### config.mk
export PLATFORM = sky130hd
export DESIGN_NAME = intr_ctrl
export DESIGN_NICKNAME = d
export VERILOG_FILES = /design/src/rtl/intr_ctrl.sv
export SDC_FILE = /design/constraint.sdc
export NUM_CORES = 1
export LEC_CHECK = 0
export CORE_MARGIN = 3
export CORE_UTILIZATION = 63
export DETAILED_ROUTE_END_ITERATION = 8
export DONT_BUFFER_PORTS = 1
export PLACE_DENSITY = 0.79
export RECOVER_POWER = 25
export SLEW_MARGIN = 20
export SYNTH_ARGS = -nofsm -noshare
export SYNTH_HDL_FRONTEND = slang
export SYNTH_SLANG_ARGS = --single-unit
### constraint.sdc
create_clock -name i_clk -period 2.4 [get_ports i_clk]
set_clock_uncertainty 0.05 [all_clocks]
set_input_delay 0.12 -clock i_clk [delete_from_list [all_inputs] [get_ports i_clk]]
set_output_delay 0.12 -clock i_clk [all_outputs]
set_load 0.01 [all_outputs]
### src/rtl/intr_ctrl.sv
// Fixed-priority interrupt controller. It captures request edges, picks the lowest eligible
// index and takes over the datapath for one cycle to vector the PC and push the return address.
module intr_ctrl #(
   parameter int unsigned     N_IRQ    = 4,
   parameter int unsigned     PC_W     = 10,
   parameter logic [PC_W-1:0] VEC_BASE = 10'h3F0
) (
   input  logic             i_clk,
   input  logic             i_reset,
   input  logic [N_IRQ-1:0] i_irq,
   input  logic             i_ei,
   input  logic             i_di,
   input  logic             i_reti,
   input  logic             i_hold,
   input  logic             i_mask_we,
   input  logic [N_IRQ-1:0] i_mask_wdata,
   output logic             o_take_int,
   output logic [PC_W-1:0]  o_pc_vec,
   output logic             o_int_push,
   output logic             o_int_wesp,
   output logic [N_IRQ-1:0] o_iack,
   output logic             o_in_service,
   output logic [N_IRQ-1:0] o_pending
);

   localparam int unsigned ID_W = (N_IRQ > 1) ? $clog2(N_IRQ) : 1;

   typedef enum logic [1:0] {
      ST_IDLE    = 2'd0,
      ST_ENTER   = 2'd1,
      ST_SERVICE = 2'd2
   } state_t;

   state_t           r_state;
   state_t           w_state_nxt;
   logic [N_IRQ-1:0] r_irq_q;
   logic [N_IRQ-1:0] r_pending;
   logic [N_IRQ-1:0] r_mask;
   logic             r_gie;
   logic [ID_W-1:0]  r_cur_id;
   logic [N_IRQ-1:0] w_rise;
   logic [N_IRQ-1:0] w_eligible;
   logic [N_IRQ-1:0] w_clr;
   logic [ID_W-1:0]  w_winner;
   logic             w_any;
   logic             w_take;

   // Vector of source id: VEC_BASE + 4*id, wrapped to the PC width.
   function automatic logic [PC_W-1:0] vec_addr(input logic [ID_W-1:0] id);
      logic [PC_W+ID_W+1:0] sum;
      sum = (PC_W+ID_W+2)'(VEC_BASE) + (PC_W+ID_W+2)'({id, 2'b00});
      return sum[PC_W-1:0];
   endfunction

   assign w_rise     = i_irq & ~r_irq_q;
   assign w_eligible = r_pending & ~r_mask;
   assign w_any      = |w_eligible;
   assign w_take     = (r_state == ST_IDLE) & r_gie & w_any & ~i_hold & ~i_reti;
   assign o_pending  = r_pending;

   // Priority pick: scanning downward leaves the lowest set index as the winner.
   always_comb begin
      w_winner = '0;
      for (int i = N_IRQ - 1; i >= 0; i--) begin
         if (w_eligible[i]) begin
            w_winner = ID_W'(i);
         end else begin
            w_winner = w_winner;
         end
      end
   end

   // Clear strobe for the winner's pending bit on the entry edge.
   always_comb begin
      w_clr = '0;
      for (int i = 0; i < N_IRQ; i++) begin
         w_clr[i] = w_take & (w_winner == ID_W'(i));
      end
   end

   // State register.
   always_ff @(posedge i_clk) begin
      if (i_reset) begin
         r_state <= ST_IDLE;
      end else begin
         r_state <= w_state_nxt;
      end
   end

   // Next-state logic.
   always_comb begin
      w_state_nxt = r_state;
      case (r_state)
         ST_IDLE:    w_state_nxt = w_take ? ST_ENTER : ST_IDLE;
         ST_ENTER:   w_state_nxt = ST_SERVICE;
         ST_SERVICE: w_state_nxt = i_reti ? ST_IDLE : ST_SERVICE;
         default:    w_state_nxt = ST_IDLE;
      endcase
   end

   // Edge capture, pending bits (a new edge beats the entry clear), mask, gie and serviced id.
   always_ff @(posedge i_clk) begin
      if (i_reset) begin
         r_irq_q   <= '0;
         r_pending <= '0;
         r_mask    <= '0;
         r_gie     <= 1'b0;
         r_cur_id  <= '0;
      end else begin
         r_irq_q   <= i_irq;
         r_pending <= (r_pending & ~w_clr) | w_rise;
         if (i_mask_we) begin
            r_mask <= i_mask_wdata;
         end else begin
            r_mask <= r_mask;
         end
         if (i_di) begin
            r_gie <= 1'b0;
         end else if (i_ei) begin
            r_gie <= 1'b1;
         end else begin
            r_gie <= r_gie;
         end
         if (w_take) begin
            r_cur_id <= w_winner;
         end else begin
            r_cur_id <= r_cur_id;
         end
      end
   end

   // Moore output decode from the state register and the serviced id.
   always_comb begin
      o_take_int   = 1'b0;
      o_pc_vec     = '0;
      o_int_push   = 1'b0;
      o_int_wesp   = 1'b0;
      o_iack       = '0;
      o_in_service = 1'b0;
      case (r_state)
         ST_ENTER: begin
            o_take_int   = 1'b1;
            o_pc_vec     = vec_addr(r_cur_id);
            o_int_push   = 1'b1;
            o_int_wesp   = 1'b1;
            o_in_service = 1'b1;
            for (int i = 0; i < N_IRQ; i++) begin
               o_iack[i] = (r_cur_id == ID_W'(i));
            end
         end
         ST_SERVICE: o_in_service = 1'b1;
         default:    o_in_service = 1'b0;
      endcase
   end

endmodule

==> results.json, run 1 <==
{
  "cts.path.max_buffers": 2,
  "numClockSinks": 17,
  "syn_area_sq_um": 836,
  "synth-simple-area-share": 0.256,
  "cp_num_buf_inv": 2,
  "wl_per_cell_um": 15.2,
  "cts_setup_buffers": 0,
  "nets": 116,
  "fmax_ghz": 0.633,
  "worstSkewPairLatency_ns": 0.29,
  "rows": 12,
  "cp_data_arrival_time_ns": 1.71,
  "p_clk_frac": 0.288,
  "ant_nets": 0,
  "leakagePower_uw": 0.000397,
  "vias_per_cell": 5.40,
  "path_cells": "dlygate4sd3_1 -> nor3_1 -> dlygate4sd3_1",
  "firstDrtPassIters": 2,
  "yosys_warnings": 0,
  "cts_buffers": 3,
  "period_share": 0.658,
  "cts-root-buf": "clkbuf_4",
  "rrSetupSlack_ns": 1.03,
  "antenna_cells": 0,
  "core_area_sq_um": 1170,
  "min_path_type": "input pin to flop",
  "yosys.area.top_type": "dfxtp_1",
  "portBuffers": 0,
  "gp_congestion": 0.724,
  "layout-drive-gt1-share": 0.0722,
  "areaGrowthSynthToFinish_pct": 12.1,
  "worst_slew_pin_slew_ns": 0.594,
  "synth_xor_area_frac": 0,
  "outcome": "finished clean",
  "ys_seq_area_frac": 0.407,
  "drtIter0Drc": 10,
  "crit_top_cell": "dlygate4sd3_1",
  "critical-path-max-stage-delay_ns": 0.92,
  "dieArea_sq_um": 1800,
  "yosysTopAreaCellShare": 0.407,
  "powerDensity_nw_per_um2": 569,
  "crit_slowest_cell": "dlygate4sd3_1",
  "path_clk_slew_ns": 0.09,
  "finalWirelength_mm": 1.69,
  "start_kind": "input pin",
  "drc": 0,
  "grt_max_degree": 19,
  "drv_slew": 0,
  "max-vdd-ir-drop_uv": 510,
  "rsz0062_at_grt": "no",
  "whs_ns": 0.0186,
  "cp_max_fo": 18,
  "synth_cells": 90,
  "io_pins": 37,
  "place_ws_ns": 1.04,
  "synth_fa_ha_area_frac": 0.0449,
  "start_util": 0.714,
  "grt_usage": 0.217,
  "chipHeight_um": 42.4,
  "power_frac_seq": 0.586,
  "ys_top_cells_by_area": "dfxtp_1 41%, buf_4 9.0%, mux2i_1 6.0%, nand2b_1 6.0%, ha_1 4.5%",
  "synth_top_family_by_area": "simple AND/OR/NAND/NOR gates",
  "crit_path_end_kind": "flop",
  "fin_setup_tns_ns": 0,
  "yosys.cell_types.count": 28,
  "gr-total-overflow": 0,
  "dpl.hpwl_mm": 1.06,
  "relSlewSlack": 0.603,
  "min_period_ns": 1.58,
  "cts_tree": "done",
  "ys_ff_latch": 17,
  "vias": 599,
  "critPathKind": "input pin to flop",
  "grt_pass1_vias": 625,
  "muxShareOfSynthArea": 0.0599,
  "path_delay_family": "buffers and inverters",
  "htreeDepth": 1,
  "intPower_uw": 399,
  "antenna_found_initial": 0,
  "die-width_um": 42.4,
  "switchingPower_uw": 134,
  "setup_violations": 0,
  "synth-compound-area-share": 0.0928,
  "cts_resized": 0,
  "critPathRequiredTime_ns": 2.53,
  "grt_pass1_wl_mm": 2.79,
  "synth.avg_cell_area_sq_um": 9.29,
  "max-cap-violations": 0,
  "p_sw_frac": 0.251,
  "finalHoldViolCount": 0,
  "layout_setup_ws_ns": 0.821,
  "p_comb_frac": 0.125
}
sequential cells by signal, summed over array words and instances (netlist names):
register	flops
r_cur_id	2
r_mask	4
r_state	2
o_pending	4
r_gie	1
r_irq_q	4
layout by cell type (no fill, tap or decap), types with 2 or more instances in the layout:
cell type	count
conb_1	2
mux2i_1	5
o21ai_1	4
dfxtp_1	17
dlygate4sd3_1	14
nor2b_1	6
and2_1	2
nor2_1	7
nor3b_1	2
nand2b_1	8
ha_1	3
a21oi_1	4
clkbuf_4	3
inv_1	5
worst min-delay path: cells and delay by family:
family	cells	cell delay [ns]
AO/OA/AOI/OAI	1	0.11
AND/OR/NAND/NOR	2	0.08
power groups by stage:
stage                     clock network [uW]  logic [uW]  registers (uW)
final                                    154        66.9             312
after global routing                     165        75.3             314
after CTS                                153        65.2             311
after detailed placement                   0        41.1             318
after global placement                     0        39.8             317
after floorplan                            0        46.7             314
cells in the mapped netlist:
| cell | n |
|---|---|
| buf_6 | 1 |
| nor3b_1 | 2 |
| nor2_1 | 7 |
| nand2_1 | 1 |
| conb_1 | 1 |
| nor2b_1 | 6 |
| and2_1 | 2 |
| ha_1 | 3 |
| nand4bb_1 | 1 |
| a21oi_1 | 4 |
| clkbuf_1 | 2 |
| mux2i_1 | 5 |
| buf_4 | 10 |
| nor3b_2 | 1 |
| o21ai_0 | 1 |
| inv_1 | 5 |
| nand2b_1 | 8 |
| o31ai_1 | 1 |
| and3_1 | 1 |
| o21ai_1 | 4 |
| dfxtp_1 | 17 |
| nand3_2 | 1 |
| and4bb_4 | 1 |
| o32ai_1 | 1 |
| a211oi_1 | 1 |
| a211o_1 | 1 |
| nor3_1 | 1 |
| nand3b_1 | 1 |
routing by layer:
metal | vias to the layer above | GRT usage | wire length, um
met5 | - | 0 | 0
met4 | 0 | 0.137 | 43
met3 | 4 | 0.0558 | 113
met2 | 18 | 0.389 | 923
met1 | 278 | 0.217 | 605
li1 | 299 | - | -
area by class of cell:
type | count | area (sq um)
timing repair buffer | 15 | 148
fill | 72 | 234
sequential | 17 | 340
multi-input combinational | 56 | 387
tap | 14 | 17.5
inverter | 5 | 18.8
clock buffer | 4 | 26.3
repair_timing:
item,CTS,global route
endpoints found under the setup margin,0,0
endpoints found under the hold margin,17,0
hold buffers,14,0
stage by stage:
| stage | power [uW] | utilization | instance area [sq um] | cells |
|---|---|---|---|---|
| after floorplan | 361 | - | 840 | 91 |
| after global placement | 357 | 0.658 | 771 | 93 |
| after detailed placement | 359 | 0.658 | 771 | 93 |
| after CTS | 529 | 0.800 | 937 | 111 |
| after global routing | 554 | 0.800 | 937 | 111 |
| final | 533 | 0.800 | 937 | 111 |
worst paths after layout:
| check | startpoint | endpoint | cells after the start |
|---|---|---|---|
| setup / recovery | i_reset | r_gie | 3 |
| hold reg to reg | r_irq_q[3] | o_pending[3] | 1 |
| hold / removal | i_reti | r_state[1] | 3 |
| setup reg to reg | r_state[0] | o_pending[3] | 6 |
cells by family after synthesis:
family                     after synthesis
and+or+nand+nor                         33
buffers and inverters                   18
muxes                                    5
AOI/OAI and AO/OA                       13
other                                    1
DFF                                     17
adders and majority gates                3
No activity file was read; power rests on OpenSTA's default activity.
==> inputs of run 2 (changes only) <==
--- a/config.mk
+++ b/config.mk
@@ -6,10 +6,10 @@
 export NUM_CORES = 1
 export LEC_CHECK = 0
 export CORE_MARGIN = 3
-export CORE_UTILIZATION = 63
+export CORE_UTILIZATION = 59
 export DETAILED_ROUTE_END_ITERATION = 8
 export DONT_BUFFER_PORTS = 1
-export PLACE_DENSITY = 0.79
+export PLACE_DENSITY = 0.75
 export RECOVER_POWER = 25
 export SLEW_MARGIN = 20
 export SYNTH_ARGS = -nofsm -noshare
==> constraint.sdc (replaced) <==
create_clock -name i_clk -period 1.6 [get_ports i_clk]
set_clock_uncertainty 0.05 [all_clocks]
set_input_delay 0.08 -clock i_clk [delete_from_list [all_inputs] [get_ports i_clk]]
set_output_delay 0.08 -clock i_clk [all_outputs]
set_load 0.01 [all_outputs]
==> results.json, run 2 (synthesis results as in run 1) <==
{
  "io_pins": 37,
  "crit_start": "r_state[1]",
  "min-delay-start": "i_hold",
  "dp_cells": 96,
  "grt_pass1_vias": 605,
  "cts.path.max_buffers": 2,
  "worstReg2RegStart": "r_state[0]",
  "firstDrtPassIters": 4,
  "final_common_cell": "dfxtp_1",
  "leakagePower_uw": 0.000419,
  "antenna_found_initial": 0,
  "nets": 121,
  "antenna_cells": 0,
  "max-cap-violations": 0,
  "critPathKind": "flop to output pin",
  "rrSetupSlack_ns": 0.23,
  "fin_setup_tns_ns": 0,
  "vias": 627,
  "finalWirelength_mm": 1.65,
  "drc": 0,
  "layout_common_cells": "17 x dfxtp_1, 15 x dlygate4sd3_1, 8 x nand2b_1",
  "intPower_uw": 603,
  "p_sw_frac": 0.244,
  "p_comb_frac": 0.134,
  "critPathRequiredTime_ns": 1.47,
  "gp_congestion": 0.742,
  "min_period_ns": 1.45,
  "rr_worst_depth": 6,
  "place_ws_ns": 0.266,
  "path_clk_slew_ns": 0.10,
  "drv_slew": 0,
  "layout_setup_ws_ns": 0.153,
  "powerDensity_nw_per_um2": 814,
  "rows": 12,
  "crit_end": "o_iack[1]",
  "grt_max_degree": 19,
  "outcome": "finished clean",
  "wl_per_cell_um": 14.2,
  "worstReg2RegEnd": "o_pending[3]",
  "gr-total-overflow": 0,
  "grt_usage": 0.190,
  "cts_setup_buffers": 0,
  "rsz0062_at_grt": "no",
  "numClockSinks": 17,
  "max-vdd-ir-drop_uv": 564,
  "worstSkewPairLatency_ns": 0.28,
  "portBuffers": 0,
  "final_cells": 116,
  "core_area_sq_um": 1220,
  "layout-drive-gt1-share": 0.0980,
  "finalHoldViolCount": 0,
  "power_frac_seq": 0.585,
  "final_cell_area_sq_um": 980,
  "die-width_um": 43.6,
  "fill_cells": 70,
  "cp_data_arrival_time_ns": 1.32,
  "relSlewSlack": 0.589,
  "post_dp_cell_area_sq_um": 793,
  "start_util": 0.687,
  "period_share": 0.904,
  "min_path_type": "input pin to flop",
  "vias_per_cell": 5.41,
  "p_clk_frac": 0.280,
  "whs_ns": 0.145,
  "switchingPower_uw": 195,
  "crit_path_end_kind": "output pin",
  "dpl.hpwl_mm": 1.05,
  "fmax_ghz": 0.691,
  "dieArea_sq_um": 1900,
  "setup_violations": 0,
  "grt_pass1_wl_mm": 2.68,
  "cts_tree": "done",
  "ant_nets": 0,
  "worst_slew_pin_slew_ns": 0.617,
  "start_kind": "flop",
  "drtIter0Drc": 14,
  "htreeDepth": 1,
  "cp_max_fo": 5,
  "chipHeight_um": 43.6,
  "areaGrowthSynthToFinish_pct": 17.2,
  "cts_buffers": 3,
  "cts-root-buf": "clkbuf_4"
}
run 2: area by class of cell:
type	count	area [sq um]	area share
Clock buffer	4	26.3	0.0268
Inverter	5	18.8	0.0192
Multi-Input combinational cell	56	387	0.395
Sequential cell	17	340	0.347
Tap cell	14	17.5	0.0179
Timing Repair Buffer	20	190	0.194
run 2: critical path, stage by stage, from the launching register on:
cell and delay, ns:
dfxtp_1 0.32, inv_1 0.09, ha_1 0.22, and2_1 0.16
nor2b_1 0.24
run 2: routing by layer:
metal | vias up | part of all wire | global-route usage
met2 | 25 | 0.48 | 0.302
met5 | - | 0 | 0
met1 | 292 | 0.43 | 0.249
met4 | 0 | 0.0036 | 0.0602
li1 | 308 | - | -
met3 | 2 | 0.082 | 0.0498
run 2: worst min-delay path by stage:
| stage | cells after the start | end |
|---|---|---|
| 2_1_floorplan | 1 | r_gie |
| 3_3_place_gp | 1 | o_pending[0] |
| 3_5_place_dp | 1 | o_pending[0] |
| 4_1_cts | 3 | o_pending[1] |
| 5_1_grt | 3 | o_pending[0] |
| 6_report | 3 | o_pending[1] |
run 2: repair_timing:
| item | in CTS | in global routing |
|---|---|---|
| resized for setup | 0 | 1 |
| hold endpoints to repair | 17 | 0 |
| hold buffers | 16 | 0 |
| setup endpoints to repair | 0 | 1 |
run 2: through the flow:
step,power [uW],utilization
2_1_floorplan,541,-
3_3_place_gp,536,0.652
3_5_place_dp,538,0.652
4_1_cts,792,0.806
5_1_grt,838,0.806
6_report,798,0.806
run 2: power groups by stage:
| stage | logic, uW | registers, uW | clock network [uW] |
|---|---|---|---|
| after floorplan | 70.0 | 471 | 0 |
| after global placement | 60.1 | 476 | 0 |
| after detailed placement | 62.0 | 476 | 0 |
| after CTS | 102 | 467 | 224 |
| after global routing | 119 | 470 | 249 |
| final | 107 | 467 | 224 |
==> inputs of run 3 (changes only) <==
--- a/config.mk
+++ b/config.mk
@@ -5,11 +5,12 @@
 export SDC_FILE = /design/constraint.sdc
 export NUM_CORES = 1
 export LEC_CHECK = 0
+export ABC_AREA = 1
 export CORE_MARGIN = 3
-export CORE_UTILIZATION = 59
+export CORE_UTILIZATION = 60
 export DETAILED_ROUTE_END_ITERATION = 8
 export DONT_BUFFER_PORTS = 1
-export PLACE_DENSITY = 0.75
+export PLACE_DENSITY = 0.76
 export RECOVER_POWER = 25
 export SLEW_MARGIN = 20
 export SYNTH_ARGS = -nofsm -noshare
==> results.json, run 3 <==
{
  "outcome": "finished clean",
  "drv_slew": 0,
  "synth_top_family_by_area": "simple AND/OR/NAND/NOR gates",
  "whs_ns": 0.0539,
  "synth-edff-count": 0,
  "dieArea_sq_um": 2030,
  "crit_path_end_kind": "flop",
  "vias": 733,
  "cts_buffers": 3,
  "grt.busiest_layer": "met2",
  "cts_tree": "done",
  "yosysTopAreaCellShare": 0.373,
  "areaGrowthSynthToFinish_pct": 10.3,
  "ys_ff_latch": 17,
  "syn_area_sq_um": 913,
  "cp_num_buf_inv": 2,
  "setup_violations": 0,
  "powerDensity_nw_per_um2": 836,
  "use_met2": 0.350,
  "cp_max_fo": 12,
  "portBuffers": 0,
  "yosys.cell_types.count": 21,
  "synth_fa_ha_area_frac": 0.0411,
  "core_area_sq_um": 1370,
  "start_util": 0.668,
  "grt_pass1_wl_mm": 2.78,
  "synth.most_common_cell": "inv_1",
  "synth_cells": 127,
  "drtIter0Drc": 9,
  "critical-path-max-stage-delay_ns": 0.83,
  "ys_seq_area_frac": 0.373,
  "rsz0062_at_grt": "no",
  "numClockSinks": 17,
  "muxShareOfSynthArea": 0,
  "finalHoldViolCount": 0,
  "grt_max_degree": 13,
  "htreeDepth": 1,
  "fmax_ghz": 0.703,
  "crit_slowest_cell": "dlygate4sd3_1",
  "layout-drive-gt1-share": 0.134,
  "dpl.hpwl_mm": 1.20,
  "met3_usage": 0.0518,
  "critPathKind": "input pin to flop",
  "yosys_warnings": 0,
  "synth-simple-area-share": 0.308,
  "start_kind": "input pin",
  "drc": 0,
  "final_cell_area_sq_um": 1010,
  "synth-async-reset-ratio": 0,
  "wl_per_cell_um": 11.4,
  "synth_top_cells_by_count": "24 x inv_1, 23 x nand2_1, 17 x dfxtp_1",
  "yosys.area.top_type": "dfxtp_1",
  "synth_xor_area_frac": 0,
  "rows": 13,
  "path_delay_family": "buffers and inverters",
  "period_share": 0.889,
  "cp_data_arrival_time_ns": 1.56,
  "max-vdd-ir-drop_uv": 767,
  "io_pins": 37,
  "cts_setup_buffers": 0,
  "critPathRequiredTime_ns": 1.74,
  "min_period_ns": 1.42,
  "synth.avg_cell_area_sq_um": 7.19,
  "gp_congestion": 0.760,
  "cts.path.max_buffers": 2,
  "firstDrtPassIters": 4,
  "antenna_found_initial": 0,
  "leakagePower_uw": 0.000529,
  "fill_cells": 116,
  "gr-total-overflow": 0,
  "max-cap-violations": 0,
  "worstSkewPairLatency_ns": 0.29,
  "crit_top_cell": "dlygate4sd3_1",
  "final_common_cell": "inv_1",
  "layout_common_cells": "24 x inv_1, 23 x nand2_1, 17 x dfxtp_1",
  "cts_resized": 0,
  "post_dp_cell_area_sq_um": 861,
  "grt_pass1_vias": 690,
  "synth-compound-area-share": 0.0767,
  "ant_nets": 0,
  "p_total_uw": 842,
  "yosys_most_used_dff": "dfxtp_1",
  "chipHeight_um": 45.0,
  "cts_hold_buf": 12,
  "gr-usage-met1": 0.204,
  "vias_per_cell": 4.92,
  "path_clk_slew_ns": 0.10,
  "fin_setup_tns_ns": 0,
  "min_path_type": "input pin to flop",
  "path_cells": "dlygate4sd3_1 -> nor3_1 -> dlygate4sd3_1",
  "die-width_um": 45.0,
  "final_util": 0.737,
  "finalWirelength_mm": 1.70,
  "cts-root-buf": "clkbuf_4",
  "nets": 153,
  "ys_top_cells_by_area": "dfxtp_1 37%, inv_1 9.9%, nand2_1 9.5%, buf_4 9.0%, nor2_1 6.6%",
  "grt_usage": 0.188,
  "antenna_cells": 0
}
[run 3: kinds of logic after synthesis]
group | after synthesis
compound gates | 13
fa+ha+maj | 3
buf+inv | 37
flops | 17
other cells | 1
simple gates | 56
[run 3: final cells by class]
class / instances / area, sq um / share of cell area
clock buffer: 4 / 26.3 / 0.0261
inverter: 26 / 97.6 / 0.0969
sequential: 17 / 340 / 0.338
multi-input combinational: 74 / 397 / 0.394
tap: 15 / 18.8 / 0.0186
timing repair buffer: 13 / 128 / 0.127
[run 3: where the power goes]
| group | total [uW] | leakage, uW | switching [uW] | internal, uW |
|---|---|---|---|---|
| clock | 240 | 0.0000150 | 143 | 97.0 |
| combinational | 130 | 0.000373 | 77.1 | 53.1 |
| sequential | 472 | 0.000141 | 22.9 | 449 |
| total | 842 | 0.000529 | 243 | 599 |
[run 3: worst paths after layout]
path                    from            to  slack (ns)  cells after the start
setup / recovery     i_reset         r_gie        0.18                      3
hold / removal        i_reti    r_state[1]        0.05                      3
setup reg to reg  r_state[0]  o_pending[0]        0.31                      9
hold reg to reg   r_irq_q[2]  o_pending[2]        0.42                      3
[run 3: stage by stage]
step | cells | setup slack, ns
finish | 149 | 0.177
global route | 149 | 0.107
CTS | 149 | 0.165
detailed placement | 133 | 0.331
global placement | 133 | 0.378
floorplan | 128 | 0.417
[run 3: worst register-to-register path: cells and delay by family, from the launching register on]
kind	cells	cell delay, ns
flops	1	0.35
fa+ha+maj	1	0.19
buf+inv	2	0.18
simple gates	6	0.43
[run 3: metal layers]
layer,up-vias,part of all wire
met2,28,0.50
met5,-,0
met1,317,0.41
met3,8,0.076
li1,380,-
met4,0,0.021
